`src/rtl/cod_prio_drain_if.sv`:
```
// Request/encode handshake bundle for cod_prio_drain.
// slave = encoder side, master = requester/consumer side.
interface cod_prio_drain_if #(
  parameter int N = 8
);
  localparam int W = $clog2(N);

  logic [N-1:0] req_in;
  logic         req_valid;
  logic         req_ready;
  logic [W-1:0] enc_out;
  logic         enc_valid;
  logic         enc_ready;
  logic         enc_last;

  modport slave (
    input  req_in, req_valid, enc_ready,
    output req_ready, enc_out, enc_valid, enc_last
  );

  modport master (
    output req_in, req_valid, enc_ready,
    input  req_ready, enc_out, enc_valid, enc_last
  );
endinterface

```
`src/rtl/cod_prio_drain.sv`:
```
// Captures an N-bit request vector and emits each set-bit index, one per handshake.
// Define COD_RR_EN for round-robin priority; default is fixed lowest-index-first.
module cod_prio_drain #(
  parameter int N = 8
) (
  input  logic              clk,
  input  logic              rst_n,
  cod_prio_drain_if.slave   bus,
  output logic              err_zero,
  output logic              busy
);
  localparam int W = $clog2(N);

  typedef enum logic {IDLE, EMIT} state_t;

  state_t       r_state;
  logic [N-1:0] r_pend;
  logic         r_err_zero;
`ifdef COD_RR_EN
  logic [W-1:0] r_ptr;
`endif

  logic [W-1:0] w_sel;
  logic         w_last;

  // Scan starts at the priority pointer (0 in fixed mode) and wraps at N.
  always_comb begin : select
    logic        found;
    logic [W-1:0] idx;
    int unsigned j;
    w_sel = '0;
    found = 1'b0;
    for (int unsigned i = 0; i < N; i++) begin
`ifdef COD_RR_EN
      j = 32'(r_ptr) + i;
      if (j >= N) j = j - N;
`else
      j = i;
`endif
      idx = W'(j);
      if (!found && r_pend[idx]) begin
        w_sel = idx;
        found = 1'b1;
      end
    end
  end

  assign w_last = (r_pend != '0) && ((r_pend & (r_pend - N'(1))) == '0);

  always_ff @(posedge clk or negedge rst_n) begin
    if (!rst_n) begin
      r_state    <= IDLE;
      r_pend     <= '0;
      r_err_zero <= 1'b0;
`ifdef COD_RR_EN
      r_ptr      <= '0;
`endif
    end else begin
      r_err_zero <= 1'b0;
      case (r_state)
        IDLE: begin
          if (bus.req_valid) begin
            if (bus.req_in != '0) begin
              r_pend  <= bus.req_in;
              r_state <= EMIT;
            end else begin
              r_err_zero <= 1'b1;
            end
          end
        end
        EMIT: begin
          if (bus.enc_ready) begin
            r_pend[w_sel] <= 1'b0;
`ifdef COD_RR_EN
            r_ptr <= (w_sel == W'(N - 1)) ? '0 : w_sel + 1'b1;
`endif
            if (w_last) r_state <= IDLE;
          end
        end
        default: r_state <= IDLE;
      endcase
    end
  end

  assign bus.req_ready = (r_state == IDLE);
  assign bus.enc_valid = (r_state == EMIT);
  assign bus.enc_out   = w_sel;
  assign bus.enc_last  = w_last;
  assign busy          = (r_state == EMIT);
  assign err_zero      = r_err_zero;
endmodule

```
`src/flat_wrapper.sv`:
```
// flat-port wrapper written by rule: the top's interface ports become plain ports
module cod_prio_drain_flat 
#(
  parameter int N = 8
)
  (clk, rst_n, err_zero, busy, bus_req_in, bus_req_valid, bus_enc_ready, bus_req_ready, bus_enc_out, bus_enc_valid, bus_enc_last);
  cod_prio_drain_if #(.N(N)) bus_i ();
  input  logic clk;
  input  logic rst_n;
  output logic err_zero;
  output logic busy;
  input wire logic [$bits(bus_i.req_in)-1:0] bus_req_in;
  input wire logic [$bits(bus_i.req_valid)-1:0] bus_req_valid;
  input wire logic [$bits(bus_i.enc_ready)-1:0] bus_enc_ready;
  output wire logic [$bits(bus_i.req_ready)-1:0] bus_req_ready;
  output wire logic [$bits(bus_i.enc_out)-1:0] bus_enc_out;
  output wire logic [$bits(bus_i.enc_valid)-1:0] bus_enc_valid;
  output wire logic [$bits(bus_i.enc_last)-1:0] bus_enc_last;
  assign bus_i.req_in = bus_req_in;
  assign bus_i.req_valid = bus_req_valid;
  assign bus_i.enc_ready = bus_enc_ready;
  assign bus_req_ready = bus_i.req_ready;
  assign bus_enc_out = bus_i.enc_out;
  assign bus_enc_valid = bus_i.enc_valid;
  assign bus_enc_last = bus_i.enc_last;
  cod_prio_drain #(.N(N)) u_core (.clk(clk), .rst_n(rst_n), .bus(bus_i), .err_zero(err_zero), .busy(busy));
endmodule
```
`config.mk`:
```
export PLATFORM = sky130hd
export DESIGN_NAME = cod_prio_drain_flat
export DESIGN_NICKNAME = d
export VERILOG_FILES = /design/src/rtl/cod_prio_drain_if.sv /design/src/rtl/cod_prio_drain.sv /design/src/flat_wrapper.sv
export SDC_FILE = /design/constraint.sdc
export NUM_CORES = 1
export LEC_CHECK = 0
export ABC_AREA = 0
export BUFFER_PORTS_ARGS = -buffer_cell sky130_fd_sc_hd__buf_2
export CAP_MARGIN = 5
export CORE_MARGIN = 4
export CORE_UTILIZATION = 43
export DETAILED_ROUTE_END_ITERATION = 16
export GPL_ROUTABILITY_DRIVEN = 0
export GPL_TIMING_DRIVEN = 0
export PLACE_DENSITY = 0.71
export SYNTH_ARGS = -nofsm -noshare
export SYNTH_HDL_FRONTEND = slang
export SYNTH_SLANG_ARGS = --single-unit
```
`constraint.sdc`:
```
create_clock -name clk -period 2 [get_ports clk]
set_clock_uncertainty 0.15 [all_clocks]
set_input_delay 0.1 -clock clk [delete_from_list [all_inputs] [get_ports clk]]
set_output_delay 0.1 -clock clk [all_outputs]
set_load 0.01 [all_outputs]
```
==> flow_results.org <==
** Worst setup path
- For the worst flop-to-flop path, the logic depth is 4.
- Crit Path Class :: reg2out
- STA puts the critical path data required time at 1750 ps.
- Crit end category :: output port
- CP arrival :: 1920 ps
- Crit start category :: flip-flop
- Crit Path Max Fanout :: 6

** Run status
- Result of the run :: finished, violations left
- Violated checks :: negative setup slack

** STA
- Timing would allow up to 0.4610 GHz.
- For the pin with the worst max-slew slack, the measured transition is 485.7 ps.
- Final Hold Vio Count :: 0
- Final count of negative-setup-slack endpoints :: 3
- For the finished layout, the period the worst path requires is 2169 ps.
- Smallest setup slack after layout :: -169.3 ps
- Portion of the clock cycle consumed by the worst path in the final layout :: 108.5%
- Slew Limit Fails :: 0
- On the final layout, the worst hold slack is 70.65 ps.
- Setup repair after global routing could not meet its margin everywhere.
- Measured against its own limit, the worst slew margin works out to 67.32%.

** Routing
- Violation count after the first detailed-routing iteration :: 10
- Final WL :: 1.789 mm
- Average wire per cell in the routed design :: 14.66 um
- After detailed routing, the number of remaining DRC violations is 0.
- Once detail routing completed, the nets flagged for antenna violations numbered 0.
- For this block, wires on met1 add up to 842 um.
- Dividing the detail-routed via count by the number of cells gives 5.377.
- Summed over all nets, wire length on met3 after detailed routing comes to 96 um.
- Met2 routed wirelength :: 851 um
- First-pass detailed-route iteration total :: 5
- Overall via count from detail_route :: 656
- Highest metal used :: met3

** Min path
- The worst hold path belongs to the class in2async.

** Synthesis
- EDFF count, synth :: 0
- Summed instance area of the synthesized netlist :: 651.9 sq um
- Counting flops and latches in the post-synthesis netlist gives 10.
- Number of different library cells in the post-synthesis netlist :: 31
- The cell count after synthesis came out at 70.
- For this run, the leading register cell type out of synthesis is dfrtp_1.
- Per-instance average area after synthesis :: 9.313 sq um
- Of all flip-flops after synthesis, the portion carrying an async set or reset was 100.0%.
- The number of nets handed over by synthesis was 82.
- Share of the yosys chip area belonging to registers :: 38.39%
- Yosys printed 0 warnings.

** Floorplan
- The total area inside the core boundary comes to 1366 sq um.
- Number of top-level pins :: 20
- Std cell rows :: 13
- Width of the die :: 46.94 um
- The die is 46.94 um tall.
- Once the floorplan was initialized, standard cells occupied 47.71% of the core.
- Total die area :: 2203 sq um

** Final layout
- The multi-input combinational cells in the finished layout cover a total of 366.6 sq um.
- At the end of the flow, the number of nets in the layout was 120.
- Inserted Diodes :: 0
- Design Area, Final :: 970.9 sq um
- In the final layout, flip-flops and latches occupy 255.2 sq um.
- The post-route netlist has 44.86% of its cells at a drive strength greater than 1.
- Layout area overhead :: 48.94%
- After filler insertion, the fill cell instance count of the layout stands at 122.

** CTS
- In this run the deepest clock path goes through 2 buffers.
- CTS tree :: yes
- CTS H-tree lvls :: 1
- The clock reaches the later pin of the worst-skew pair after 260 ps.
- Clk pin slew, worst setup/hold paths :: 60 ps
- Clock tree synthesis inserted a total of 3 buffers.
- In this run the clock root is driven by a clkbuf_4.
- The tree built by TritonCTS fans out to 10 sinks.

** Global route
- The total overflow left after global routing is 0.
- First-pass GRT wire length :: 2.856 mm
- The number of global-route vias before repair was 617.
- Entering global routing, the biggest net connects 11 pins.
- Number of antenna violations at the first check in global routing :: 0
- GRT Resource Usage Total :: 18.54%

** Power and ir drop
- P per Cell Area :: 1687 nW/um^2
- Peak VDD IR :: 0.0009219 V
- The analysis attributes to cell leakage a power of 0.4576 nW.

** Placed design
- Prior to clock tree synthesis, the placed netlist has a worst setup slack of -241.4 ps.
- Summing all placed instances gives a cell area of 775.7 sq um.
- Total of buffers placed on input and output ports :: 19
- Summed over all nets, the half-perimeter wirelength after detailed placement is 1.157 mm.

** Run
- Total of max-cap violations :: 0
[worst max-delay path, stage by stage (launching register included)]
cell and delay (ps):
dfrtp_2 440, or4_4 580, or2_4 260, o2111ai_2 200, a21oi_2 40, buf_2 140
[metrics by stage]
step / util, % / power (mW) / setup TNS [ps] / cells
after floorplan: - / 1.041 / -93.41 / 70
after global placement: 56.78 / 1.269 / -790.7 / 104
after detailed placement: 56.78 / 1.281 / -837.9 / 104
after CTS: 70.60 / 1.637 / -662.8 / 121
after global routing: 71.06 / 1.773 / -673.5 / 122
final: 71.06 / 1.638 / -408.0 / 122
[kinds of logic (layout without fill, tap and decap cells)]
kind of cell / count (synthesis) / count (layout) / share of synthesized area, %
DFF: 10 / 10 / 38.39
and+or+nand+nor: 24 / 24 / 20.73
buffers and inverters: 9 / 46 / 9.979
AOI/OAI and AO/OA: 27 / 27 / 30.90
[per-layer routing]
| layer | vias to the layer above | track usage [%] |
|---|---|---|
| li1 | 339 | - |
| met1 | 294 | 25.29 |
| met2 | 23 | 29.27 |
| met3 | 0 | 6.897 |
| met4 | 0 | 1.657 |
| met5 | - | 0 |
[report_power, final]
group / switching (mW) / internal, mW
Combinational: 0.471 / 0.583
Clock: 0.0653 / 0.110
Sequential: 0.118 / 0.290
[layout by cell type, fill, tap and decap left out, types with 2 or more instances in the layout]
| master | n |
|---|---|
| dfrtp_1 | 6 |
| o22ai_1 | 3 |
| o2bb2ai_1 | 2 |
| nand2_1 | 2 |
| dfrtp_2 | 4 |
| nor2_1 | 6 |
| buf_6 | 4 |
| a22o_1 | 7 |
| buf_4 | 7 |
| clkbuf_4 | 3 |
| buf_2 | 19 |
| dlygate4sd3_1 | 9 |
| o21ai_0 | 4 |
| nor3_1 | 4 |
| inv_1 | 3 |
| or3_4 | 2 |
| nor4_1 | 2 |
[cells in the mapped netlist (2+ instances only)]
master     instances  share of area (%)
o2bb2ai_1          2                2.7
buf_4              2                2.3
dfrtp_1           10                 38
o22ai_1            3                2.9
a22o_1             7                9.4
nor3_1             4                3.1
a21oi_1            2                1.5
nand2_1            2                1.2
nor2_1             6                3.5
or2_2              2                1.9
inv_1              3                1.7
o21ai_0            5                3.8
nor4_1             2                1.9
buf_6              3                5.2
[state kept, by name (all words and copies together), names as in the netlist]
signal                cells
u_core.bus.enc_valid      1
u_core.r_pend             8
u_core.err_zero           1
[worst paths after layout]
check                           slack, ps              endpoint              from
worst min register to register        450      u_core.r_pend[6]  u_core.r_pend[6]
worst min-delay path                   70      u_core.r_pend[6]             rst_n
min in group clk                       90  u_core.bus.enc_valid     bus_enc_ready
max in group asynchronous            1430      u_core.r_pend[5]             rst_n
worst max-delay path                 -170          bus_enc_last  u_core.r_pend[3]
worst max register to register        -70  u_core.bus.enc_valid  u_core.r_pend[3]
[final cells by class]
cell class,count,share of cell area (%)
Sequential cell,10,26.29
Inverter,3,1.160
Multi-Input combinational cell,51,37.76
Clock buffer,4,3.737
Buffer,4,4.253
Timing Repair Buffer,35,24.87
Tap cell,15,1.933
[timing repair]
item | CTS | global route
resized for setup | 11 | 2
endpoints found under the setup margin | 8 | 6
pin swaps | 3 | 3
buffers inserted | 5 | 2
hold endpoints to repair | 18 | 0
hold buffers | 9 | 0
No activity file was read; power rests on OpenSTA's default activity.
